$ cat src/rtl/usb_bus_bridge_pkg.sv
// Shared definitions for the SAM3U host-bus to register-bank bridge.
package usb_bus_bridge_pkg;

    // Default bus geometry: 10-bit host address split into a 5-bit register
    // number and a 5-bit byte index within the register.
    localparam int DEF_ADDR_WIDTH   = 10;
    localparam int DEF_BYTECNT_SIZE = 5;

    // Host strobes are active-low, so their idle (deasserted) level is 1.
    localparam logic STROBE_IDLE = 1'b1;

    // High-to-low transition of an active-low strobe between two samples.
    function automatic logic fell(input logic now_level, input logic prev_level);
        return !now_level && prev_level;
    endfunction

endpackage

$ cat src/rtl/usb_bus_bridge_strobe_fall_det.sv
// Registers one active-low host strobe and flags its falling edge.
module usb_bus_bridge_strobe_fall_det
    import usb_bus_bridge_pkg::*;
(
    input  logic clk,
    input  logic rst,
    input  logic strobe_n,
    output logic level_r,
    output logic fall
);

    logic prev_r;

    // Sample the pin once, keep the previous sample; idle high out of reset so no false edge.
    always_ff @(posedge clk or posedge rst) begin
        if (rst) begin
            level_r <= STROBE_IDLE;
            prev_r  <= STROBE_IDLE;
        end else begin
            level_r <= strobe_n;
            prev_r  <= level_r;
        end
    end

    assign fall = fell(level_r, prev_r);

endmodule

$ cat src/rtl/usb_bus_bridge.sv
// Host parallel bus to byte-wide register-bank bridge: latches the address,
// sequences reads (with the bank's one-cycle latency) and writes, and
// optionally auto-increments the byte index after each completed access.
module usb_bus_bridge
    import usb_bus_bridge_pkg::*;
#(
    parameter int pADDR_WIDTH   = DEF_ADDR_WIDTH,
    parameter int pBYTECNT_SIZE = DEF_BYTECNT_SIZE,
    parameter bit pAUTO_INC     = 1'b1
) (
    input  logic                               usb_clk,
    input  logic                               reset,
    input  logic [pADDR_WIDTH-1:0]             usb_addr,
    input  logic [7:0]                         usb_din,
    output logic [7:0]                         usb_dout,
    output logic                               usb_isout,
    input  logic                               usb_rdn,
    input  logic                               usb_wrn,
    input  logic                               usb_cen,
    input  logic                               usb_alen,
    output logic [pADDR_WIDTH-pBYTECNT_SIZE-1:0] reg_address,
    output logic [pBYTECNT_SIZE-1:0]           reg_bytecnt,
    output logic                               reg_addrvalid,
    output logic                               reg_read,
    output logic                               reg_write,
    output logic [7:0]                         write_data,
    input  logic [7:0]                         read_data,
    output logic                               bus_err
);

    typedef enum logic [2:0] {
        ST_IDLE    = 3'd0,
        ST_RD_REQ  = 3'd1,
        ST_RD_CAP  = 3'd2,
        ST_RD_HOLD = 3'd3,
        ST_WR_STB  = 3'd4,
        ST_WR_HOLD = 3'd5
    } state_t;

    state_t                   state;
    logic [pADDR_WIDTH-1:0]   addr_r;
    logic [7:0]               din_r;
    logic                     cen_r;
    logic                     alen_r;
    logic                     rdn_r;
    logic                     wrn_r;
    logic                     rd_fall;
    logic                     wr_fall;
    logic                     strobe_fall;

    usb_bus_bridge_strobe_fall_det u_rdn_det (
        .clk      (usb_clk),
        .rst      (reset),
        .strobe_n (usb_rdn),
        .level_r  (rdn_r),
        .fall     (rd_fall)
    );

    usb_bus_bridge_strobe_fall_det u_wrn_det (
        .clk      (usb_clk),
        .rst      (reset),
        .strobe_n (usb_wrn),
        .level_r  (wrn_r),
        .fall     (wr_fall)
    );

    // A strobe only matters to us when the chip is selected.
    assign strobe_fall = !cen_r && (rd_fall || wr_fall);

    // Register the remaining host inputs once so the FSM sees a clean, synchronous view.
    always_ff @(posedge usb_clk or posedge reset) begin
        if (reset) begin
            addr_r <= '0;
            din_r  <= '0;
            cen_r  <= STROBE_IDLE;
            alen_r <= STROBE_IDLE;
        end else begin
            addr_r <= usb_addr;
            din_r  <= usb_din;
            cen_r  <= usb_cen;
            alen_r <= usb_alen;
        end
    end

    // Access sequencer: address latch, read/write strobes, host pad drive and byte auto-increment.
    always_ff @(posedge usb_clk or posedge reset) begin
        if (reset) begin
            state         <= ST_IDLE;
            reg_address   <= '0;
            reg_bytecnt   <= '0;
            reg_addrvalid <= 1'b0;
            reg_read      <= 1'b0;
            reg_write     <= 1'b0;
            write_data    <= '0;
            usb_dout      <= '0;
            usb_isout     <= 1'b0;
            bus_err       <= 1'b0;
        end else begin
            reg_read  <= 1'b0;
            reg_write <= 1'b0;

            // Deselecting the chip invalidates the latched address, whatever state we are in.
            if (cen_r) begin
                reg_addrvalid <= 1'b0;
            end

            case (state)
                ST_IDLE: begin
                    if (!alen_r && !cen_r) begin
                        reg_address   <= addr_r[pADDR_WIDTH-1:pBYTECNT_SIZE];
                        reg_bytecnt   <= addr_r[pBYTECNT_SIZE-1:0];
                        reg_addrvalid <= 1'b1;
                    end
                    if (strobe_fall) begin
                        if (!reg_addrvalid) begin
                            // Selected but no address latched: drop the access.
                            bus_err <= 1'b1;
                        end else if (wr_fall) begin
                            // Write wins a simultaneous read/write; the read is dropped and flagged.
                            state      <= ST_WR_STB;
                            reg_write  <= 1'b1;
                            write_data <= din_r;
                            if (rd_fall) begin
                                bus_err <= 1'b1;
                            end
                        end else begin
                            state    <= ST_RD_REQ;
                            reg_read <= 1'b1;
                        end
                    end
                end
                ST_RD_REQ: begin
                    state <= ST_RD_CAP;
                end
                ST_RD_CAP: begin
                    // Bank data is valid now, one cycle after the request.
                    state     <= ST_RD_HOLD;
                    usb_dout  <= read_data;
                    usb_isout <= 1'b1;
                end
                ST_RD_HOLD: begin
                    if (rdn_r) begin
                        state     <= ST_IDLE;
                        usb_isout <= 1'b0;
                        if (pAUTO_INC) begin
                            reg_bytecnt <= reg_bytecnt + 1'b1;
                        end
                    end
                end
                ST_WR_STB: begin
                    state <= ST_WR_HOLD;
                end
                ST_WR_HOLD: begin
                    if (wrn_r) begin
                        state <= ST_IDLE;
                        if (pAUTO_INC) begin
                            reg_bytecnt <= reg_bytecnt + 1'b1;
                        end
                    end
                end
                default: begin
                    state <= ST_IDLE;
                end
            endcase
        end
    end

endmodule

$ cat config.mk
export PLATFORM = sky130hd
export DESIGN_NAME = usb_bus_bridge
export DESIGN_NICKNAME = d
export VERILOG_FILES = /design/src/rtl/usb_bus_bridge_pkg.sv /design/src/rtl/usb_bus_bridge_strobe_fall_det.sv /design/src/rtl/usb_bus_bridge.sv
export SDC_FILE = /design/constraint.sdc
export NUM_CORES = 1
export LEC_CHECK = 0
export BUFFER_PORTS_ARGS = -buffer_cell sky130_fd_sc_hd__buf_2
export CORE_MARGIN = 4
export CORE_UTILIZATION = 54
export CTS_CLUSTER_DIAMETER = 150
export CTS_CLUSTER_SIZE = 40
export DETAILED_ROUTE_END_ITERATION = 8
export HOLD_SLACK_MARGIN = 0.05
export PLACE_DENSITY = 0.85
export SYNTH_ARGS = -nofsm -noshare
export SYNTH_HDL_FRONTEND = slang
export SYNTH_SLANG_ARGS = --single-unit
$ cat constraint.sdc
create_clock -name usb_clk -period 4.25 [get_ports usb_clk]
set_input_delay 0.6375 -clock usb_clk [delete_from_list [all_inputs] [get_ports usb_clk]]
set_output_delay 0.6375 -clock usb_clk [all_outputs]
set_load 0.05 [all_outputs]
==> results of run 1 <==
[metal layers]
metal	global-route usage	wire, um
met5	0	0
met4	0.0626	32
met3	0.0980	343
met2	0.276	1900
met1	0.182	1540
[area by class of cell]
| class | count | area, um^2 |
|---|---|---|
| Fill cell | 270 | 1080 |
| Inverter | 5 | 18.8 |
| Sequential cell | 58 | 1460 |
| Timing Repair Buffer | 63 | 318 |
| Tap cell | 48 | 60.1 |
| Multi-Input combinational cell | 80 | 629 |
| Clock buffer | 9 | 124 |
| Clock inverter | 7 | 77.6 |
[cell families after synthesis]
| logic type | synth area share |
|---|---|
| fa+ha+maj | 0.00580 |
| buf+inv | 0.0319 |
| simple gates | 0.123 |
| xor+xnor | 0.00406 |
| mux | 0.0835 |
| flops | 0.676 |
| compound gates | 0.0754 |
[per-stage QoR]
stage | utilization | hold slack [ns] | instance area (um^2)
2_1_floorplan | - | 0.368 | 2160
3_3_place_gp | 0.659 | 0.381 | 2480
3_5_place_dp | 0.659 | 0.381 | 2480
4_1_cts | 0.712 | 0.379 | 2690
5_1_grt | 0.712 | 0.374 | 2690
6_report | 0.712 | 0.391 | 2690
[registers in the layout (all words and copies together) (netlist names), 3 cells and up]
name	flops
state	3
din_r	8
write_data	8
reg_address	5
usb_dout	8
addr_r	10
reg_bytecnt	5
[report_power, final]
| group | leakage [nW] | internal, W | total (W) | switching [W] |
|---|---|---|---|---|
| sequential | 0.693 | 0.000694 | 0.000806 | 0.000111 |
| combinational | 0.555 | 0.000258 | 0.000863 | 0.000605 |
| clock | 0.0998 | 0.000274 | 0.000497 | 0.000223 |
[worst paths after layout]
path                                    from               end  slack [ns]  cells past startpoint
max                                 state[0]    reg_bytecnt[0]        2.50                      4
min                        u_wrn_det.level_r  u_wrn_det.prev_r        0.39                      0
max reg2reg                         state[0]    reg_bytecnt[0]        2.50                      4
min reg2reg                u_wrn_det.level_r  u_wrn_det.prev_r        0.39                      0
max in group asynchronous              reset    reg_bytecnt[3]        3.31                      3
min in group asynchronous              reset          din_r[3]        0.48                      3
[Yosys cell counts, drive strengths merged]
| cell | number | area [um^2] |
|---|---|---|
| nand2 | 20 | 75.1 |
| o21ai | 3 | 30.0 |
| o32ai | 3 | 26.3 |
| and2b | 1 | 7.51 |
| o21bai | 2 | 15.0 |
| and2 | 2 | 12.5 |
| nor3b | 4 | 51.3 |
| nor4 | 2 | 27.5 |
| a221o | 1 | 10.0 |
| mux2 | 16 | 180 |
| dfstp | 6 | 158 |
| nand2b | 4 | 25.0 |
| inv | 5 | 18.8 |
| a22o | 2 | 18.8 |
| a21oi | 2 | 10.0 |
| a21o | 1 | 7.51 |
| and4 | 3 | 28.8 |
| nand3b | 1 | 7.51 |
| dfrtp | 52 | 1300 |
| or2b | 1 | 7.51 |
| nor3 | 1 | 5.00 |
| o31ai | 1 | 7.51 |
| nor2 | 1 | 3.75 |
| a31oi | 1 | 6.26 |
| and3 | 2 | 13.8 |
| a211oi | 3 | 22.5 |
| ha | 1 | 12.5 |
| a31o | 1 | 8.76 |
| xor2 | 1 | 8.76 |
| buf | 5 | 50.0 |
[worst max-delay path, delay by kind of cell, from the launching register on]
kind	cells	cell delay, ns
and+or+nand+nor	2	0.69
DFF	1	0.52
AOI/OAI and AO/OA	2	0.42
==> results.md, run 1 <==
- Net Count, Synth: 181
- RSZ-0062 raised after global routing: no
- DR vias: 1,352
- Yosys synthesis warning count: 0
- Syn Inst Count: 148
- CTS root buf: clkbuf_8
- Clock Sink Count: 58
- Fin nets: 250
- CP Cell Sequence: nor4_4 > and2b_1 > o21ai_4 > a221o_1
- Synth Register Bits: 58
- Core Area: 3770 um^2
- DR WL/cell: 14.1 um
- Fin cells: 270
- DRT Pass-1 Iters: 4
- Sequential area share after synthesis: 0.676
- Placed instance count: 254
- Initial antenna violation count: 0
- Synthesized cell area: 2160 um^2
- Starting DRC count in detailed routing: 33
- First-pass GRT wire length: 6420 um
- Setup TNS: 0 ns
- Min Clock Period, post-route: 1.75 ns
- Commonest cells after routing, fill and taps aside: 62 x buf_2, 52 x dfrtp_1, 20 x nand2_1
- Data required, critical path: 4.47 ns
- Clock buffer depth: 2
- Nature of the critical path endpoint: register
- Critical path type: reg2reg
- Vias in the first global route: 1,458
- Critical-path top delay cell: dfrtp_1
- Clock transition at path regs: 0.07 ns
- Crit-path max FO: 10
- Post-CTS Setup Inserts: 0
- Final Setup Violations: 0
- Fmax: 0.571 GHz
- Leakage power: 1.35 nW
- Slowest stage delay, CP: 0.52 ns
- Num ports: 63
- Post-route DRC: 0
- Crit path arrival time: 1.97 ns
- Place WS: 2.49 ns
- Least-Margin Pin Slew: 0.682 ns
- Post-cts sizing count: 0
- Overall die height: 71.2 um
- Largest net degree at the start of global routing: 59
- Worst ir drop on vdd: 0.458 mV
- Total gr overflow: 0
- Setup WS post-layout: 2.50 ns
- Pwr dens: 806 nW/um^2
- CTS tree: built
- Run status: finished, final reports clean
- Final Power: 0.00217 W
- Total global-route track usage: 0.169
- Port Buffer Count: 62
- H-Tree Depth: 3
- Worst skew pair latency: 0.34 ns
- Starting Density: 0.572
- Final hold vios: 0
- Routed wire length: 3820 um
- Remaining antenna violation count: 0
- Layout area overhead: 24.5%
- Commonest non-fill, non-tap cell in the layout: buf_2
- Nature of the critical path startpoint: register
- Hpwl dp: 2650 um
- Setup Skew: 0.00732 ns
- Die X: 71.2 um
- # hold bufs at CTS: 0
- Gpl congestion: 0.760
- Antenna diodes: 0
- Syn Area/Cell: 14.6 um^2
- CTS buffer count: 9
- Max-cap viol count: 0
- Via density: 5.01
- Slew Limit Fails: 0
- Rel. slew slack: 0.545
- Row cnt: 22
- Hold Crit Class: reg2reg
- Share of cells above drive strength 1: 0.509
- Synth cell types: 39
- Fin crit share: 0.412
- DIE AREA: 5070 um^2
Note: power is estimated with default switching activity, not from simulation.
==> run 2, diff against run 1 <==
--- a/config.mk
+++ b/config.mk
@@ -7,12 +7,12 @@
 export LEC_CHECK = 0
 export BUFFER_PORTS_ARGS = -buffer_cell sky130_fd_sc_hd__buf_2
 export CORE_MARGIN = 4
-export CORE_UTILIZATION = 54
+export CORE_UTILIZATION = 50
 export CTS_CLUSTER_DIAMETER = 150
 export CTS_CLUSTER_SIZE = 40
 export DETAILED_ROUTE_END_ITERATION = 8
 export HOLD_SLACK_MARGIN = 0.05
-export PLACE_DENSITY = 0.85
+export PLACE_DENSITY = 0.8
 export SYNTH_ARGS = -nofsm -noshare
 export SYNTH_HDL_FRONTEND = slang
 export SYNTH_SLANG_ARGS = --single-unit
==> constraint.sdc (replaced) <==
create_clock -name usb_clk -period 1.7 [get_ports usb_clk]
set_input_delay 0.255 -clock usb_clk [delete_from_list [all_inputs] [get_ports usb_clk]]
set_output_delay 0.255 -clock usb_clk [all_outputs]
set_load 0.05 [all_outputs]
==> run 2 against run 1 <==
  * Non-clock buffer count rose by 30
  * Clock skew is 0.00050 ns lower
  * Largest cell class unchanged
  * Largest power group unchanged
  * Critical path type unchanged
  * Register-to-register slack got worse by 2.4 ns
==> results.md, run 2 (synthesis gave the netlist of run 1 again) <==
- Min Clock Period, post-route: 1.61 ns (was 1.75 ns)
- Stages on the worst setup path: 4 (unchanged)
- Clock Sink Count: 58 (unchanged)
- CTS root buf: clkbuf_8 (unchanged)
- Row cnt: 23 (was 22)
- Crit path arrival time: 1.82 ns (was 1.97 ns)
- Final Setup Violations: 0 (unchanged)
- Area of the multi-input gates: 629 um^2 (unchanged)
- Top Family by Delay on Critical Path: simple AND/OR/NAND/NOR gates (unchanged)
- Worst path bufs/invs: 0 (unchanged)
- Hold depth: 2 (was 0)
- Vias in the first global route: 1,647 (was 1,458)
- DR vias: 1,534 (was 1,352)
- Final hold vios: 0 (unchanged)
- Nature of the critical path endpoint: register (unchanged)
- Clock buffer depth: 2 (unchanged)
- Initial antenna violation count: 0 (unchanged)
- Die X: 73.7 um (was 71.2 um)
- H-Tree Depth: 3 (unchanged)
- Via density: 5.10 (was 5.01)
- DRT Pass-1 Iters: 5 (was 4)
- Nature of the critical path startpoint: register (unchanged)
- Share of cells above drive strength 1: 0.470 (was 0.509)
- Clock transition at path regs: 0.06 ns (was 0.07 ns)
- Fin nets: 280 (was 250)
- Remaining antenna violation count: 0 (unchanged)
- CTS buffer count: 9 (unchanged)
- Fmax: 0.622 GHz (was 0.571 GHz)
- FF-to-FF path depth: 4 (unchanged)
- Core Area: 4090 um^2 (was 3770 um^2)
- Critical path type: reg2reg (unchanged)
- Commonest non-fill, non-tap cell in the layout: buf_2 (unchanged)
- Starting Density: 0.528 (was 0.572)
- Hpwl dp: 2920 um (was 2650 um)
- Layout area overhead: 38.8% (was 24.5%)
- Setup WS post-layout: 0.0929 ns (was 2.50 ns)
- Critical R2R Launch: state[1] (was state[0])
- Least-Margin Pin Slew: 0.406 ns (was 0.682 ns)
- RSZ-0062 raised after global routing: no (unchanged)
- Num ports: 63 (unchanged)
- Fin crit share: 0.945 (was 0.412)
- Routed wire length: 4510 um (was 3820 um)
- Utilization after layout: 0.733 (was 0.712)
- Place WS: 0.107 ns (was 2.49 ns)
- Worst ir drop on vdd: 0.845 mV (was 0.458 mV)
- CTS tree: built (unchanged)
- Critical-path top delay cell: dfrtp_1 (unchanged)
- Max-cap viol count: 0 (unchanged)
- Overall die height: 73.7 um (was 71.2 um)
- CP Launch Point: state[1] (was state[0])
- Leakage power: 1.49 nW (was 1.35 nW)
- Hold Startpoint: read_data[2] (was u_wrn_det.level_r)
- Rel. slew slack: 0.730 (was 0.545)
- CP Cell Sequence: nor4_4 > and2b_1 > o21ai_4 > a221o_1 (unchanged)
- Total global-route track usage: 0.194 (was 0.169)
- Most flops, register: addr_r (unchanged)
- Crit-path max FO: 8 (was 10)
- Worst skew pair latency: 0.33 ns (was 0.34 ns)
- Starting DRC count in detailed routing: 70 (was 33)
- Setup TNS: 0 ns (unchanged)
- Largest net degree at the start of global routing: 34 (was 59)
- First-pass GRT wire length: 7710 um (was 6420 um)
- Sequential standard cell area: 1460 um^2 (about the same)
- Max reg flops: 10 (unchanged)
- Hold Crit Class: in2reg (was reg2reg)
- Slew Limit Fails: 0 (unchanged)
- Setup Skew: 0.00682 ns (was 0.00732 ns)
- DIE AREA: 5430 um^2 (was 5070 um^2)
- Post-route DRC: 0 (unchanged)
- Commonest cells after routing, fill and taps aside: 62 x buf_2, 51 x dfrtp_1, 23 x dlygate4sd3_1 (was 62 x buf_2, 52 x dfrtp_1, 20 x nand2_1)
- DR WL/cell: 15.0 um (was 14.1 um)
- Pwr dens: 1890 nW/um^2 (was 806 nW/um^2)
- Total gr overflow: 0 (unchanged)
- Gpl congestion: 0.748 (was 0.760)
- Fillers: 267 (was 270)
- Antenna diodes: 0 (unchanged)
- Slowest stage delay, CP: 0.49 ns (was 0.52 ns)
- Port Buffer Count: 62 (unchanged)
- Run status: finished, final reports clean (unchanged)
- Data required, critical path: 1.91 ns (was 4.47 ns)
## run 2: changes by cell type in the layout (fill, tap and decap cells not counted), sizes merged
cell	before	now
inv	6	5
buf	63	70
clkinvlp	1	0
bufinv	1	2
clkbuf	9	12
clkinv	4	1
dlygate4sd3	0	23
## run 2: final timing paths
kind,to,slack (ns)
hold reg to reg,u_wrn_det.prev_r,0.39
max in group asynchronous,u_rdn_det.level_r,0.81
hold / removal,usb_dout[2],0.15
setup / recovery,reg_bytecnt[0],0.09
setup reg to reg,reg_bytecnt[0],0.09
min in group asynchronous,addr_r[9],0.52
## run 2: worst register-to-register path, delay by kind of cell (launching register included)
kind | cells | cell delay, ns
compound gates | 2 | 0.40
flops | 1 | 0.49
simple gates | 2 | 0.59
## run 2: layout make-up
cell class,count,area share
Clock buffer,12,0.0485
Clock inverter,3,0.0217
Inverter,5,0.00627
Multi-Input combinational cell,80,0.210
Sequential cell,58,0.488
Tap cell,50,0.0209
Timing Repair Buffer,93,0.205
## run 2: layer usage
metal  GRT usage  wire, um
met1       0.228      1700
met2       0.310      2460
met3      0.0917       312
met4      0.0724        46
met5           0         0
## run 2: through the flow
stage               total power [W]  instance area (um^2)  instances  hold WS [ns]
floorplan                   0.00375                  2160        148         0.259
global placement            0.00423                  2550        263         0.323
detailed placement          0.00427                  2550        263         0.329
CTS                         0.00569                  2990        301         0.140
global route                0.00593                  2990        301         0.133
finish                      0.00565                  2990        301         0.153
## run 2: timing repair
| item | 4_1_cts | 5_1_grt |
|---|---|---|
| setup endpoints to repair | 0 | 2 |
| hold buffers | 23 | 0 |
| buffers inserted | 0 | 0 |
| gates resized for setup | 0 | 1 |
| hold endpoints to repair | 74 | 0 |
## run 2: where the power goes
part / switching (W) / internal (W)
sequential: 0.000256 / 0.00174
clock: 0.000499 / 0.000855
combinational: 0.00157 / 0.000729
total: 0.00233 / 0.00332
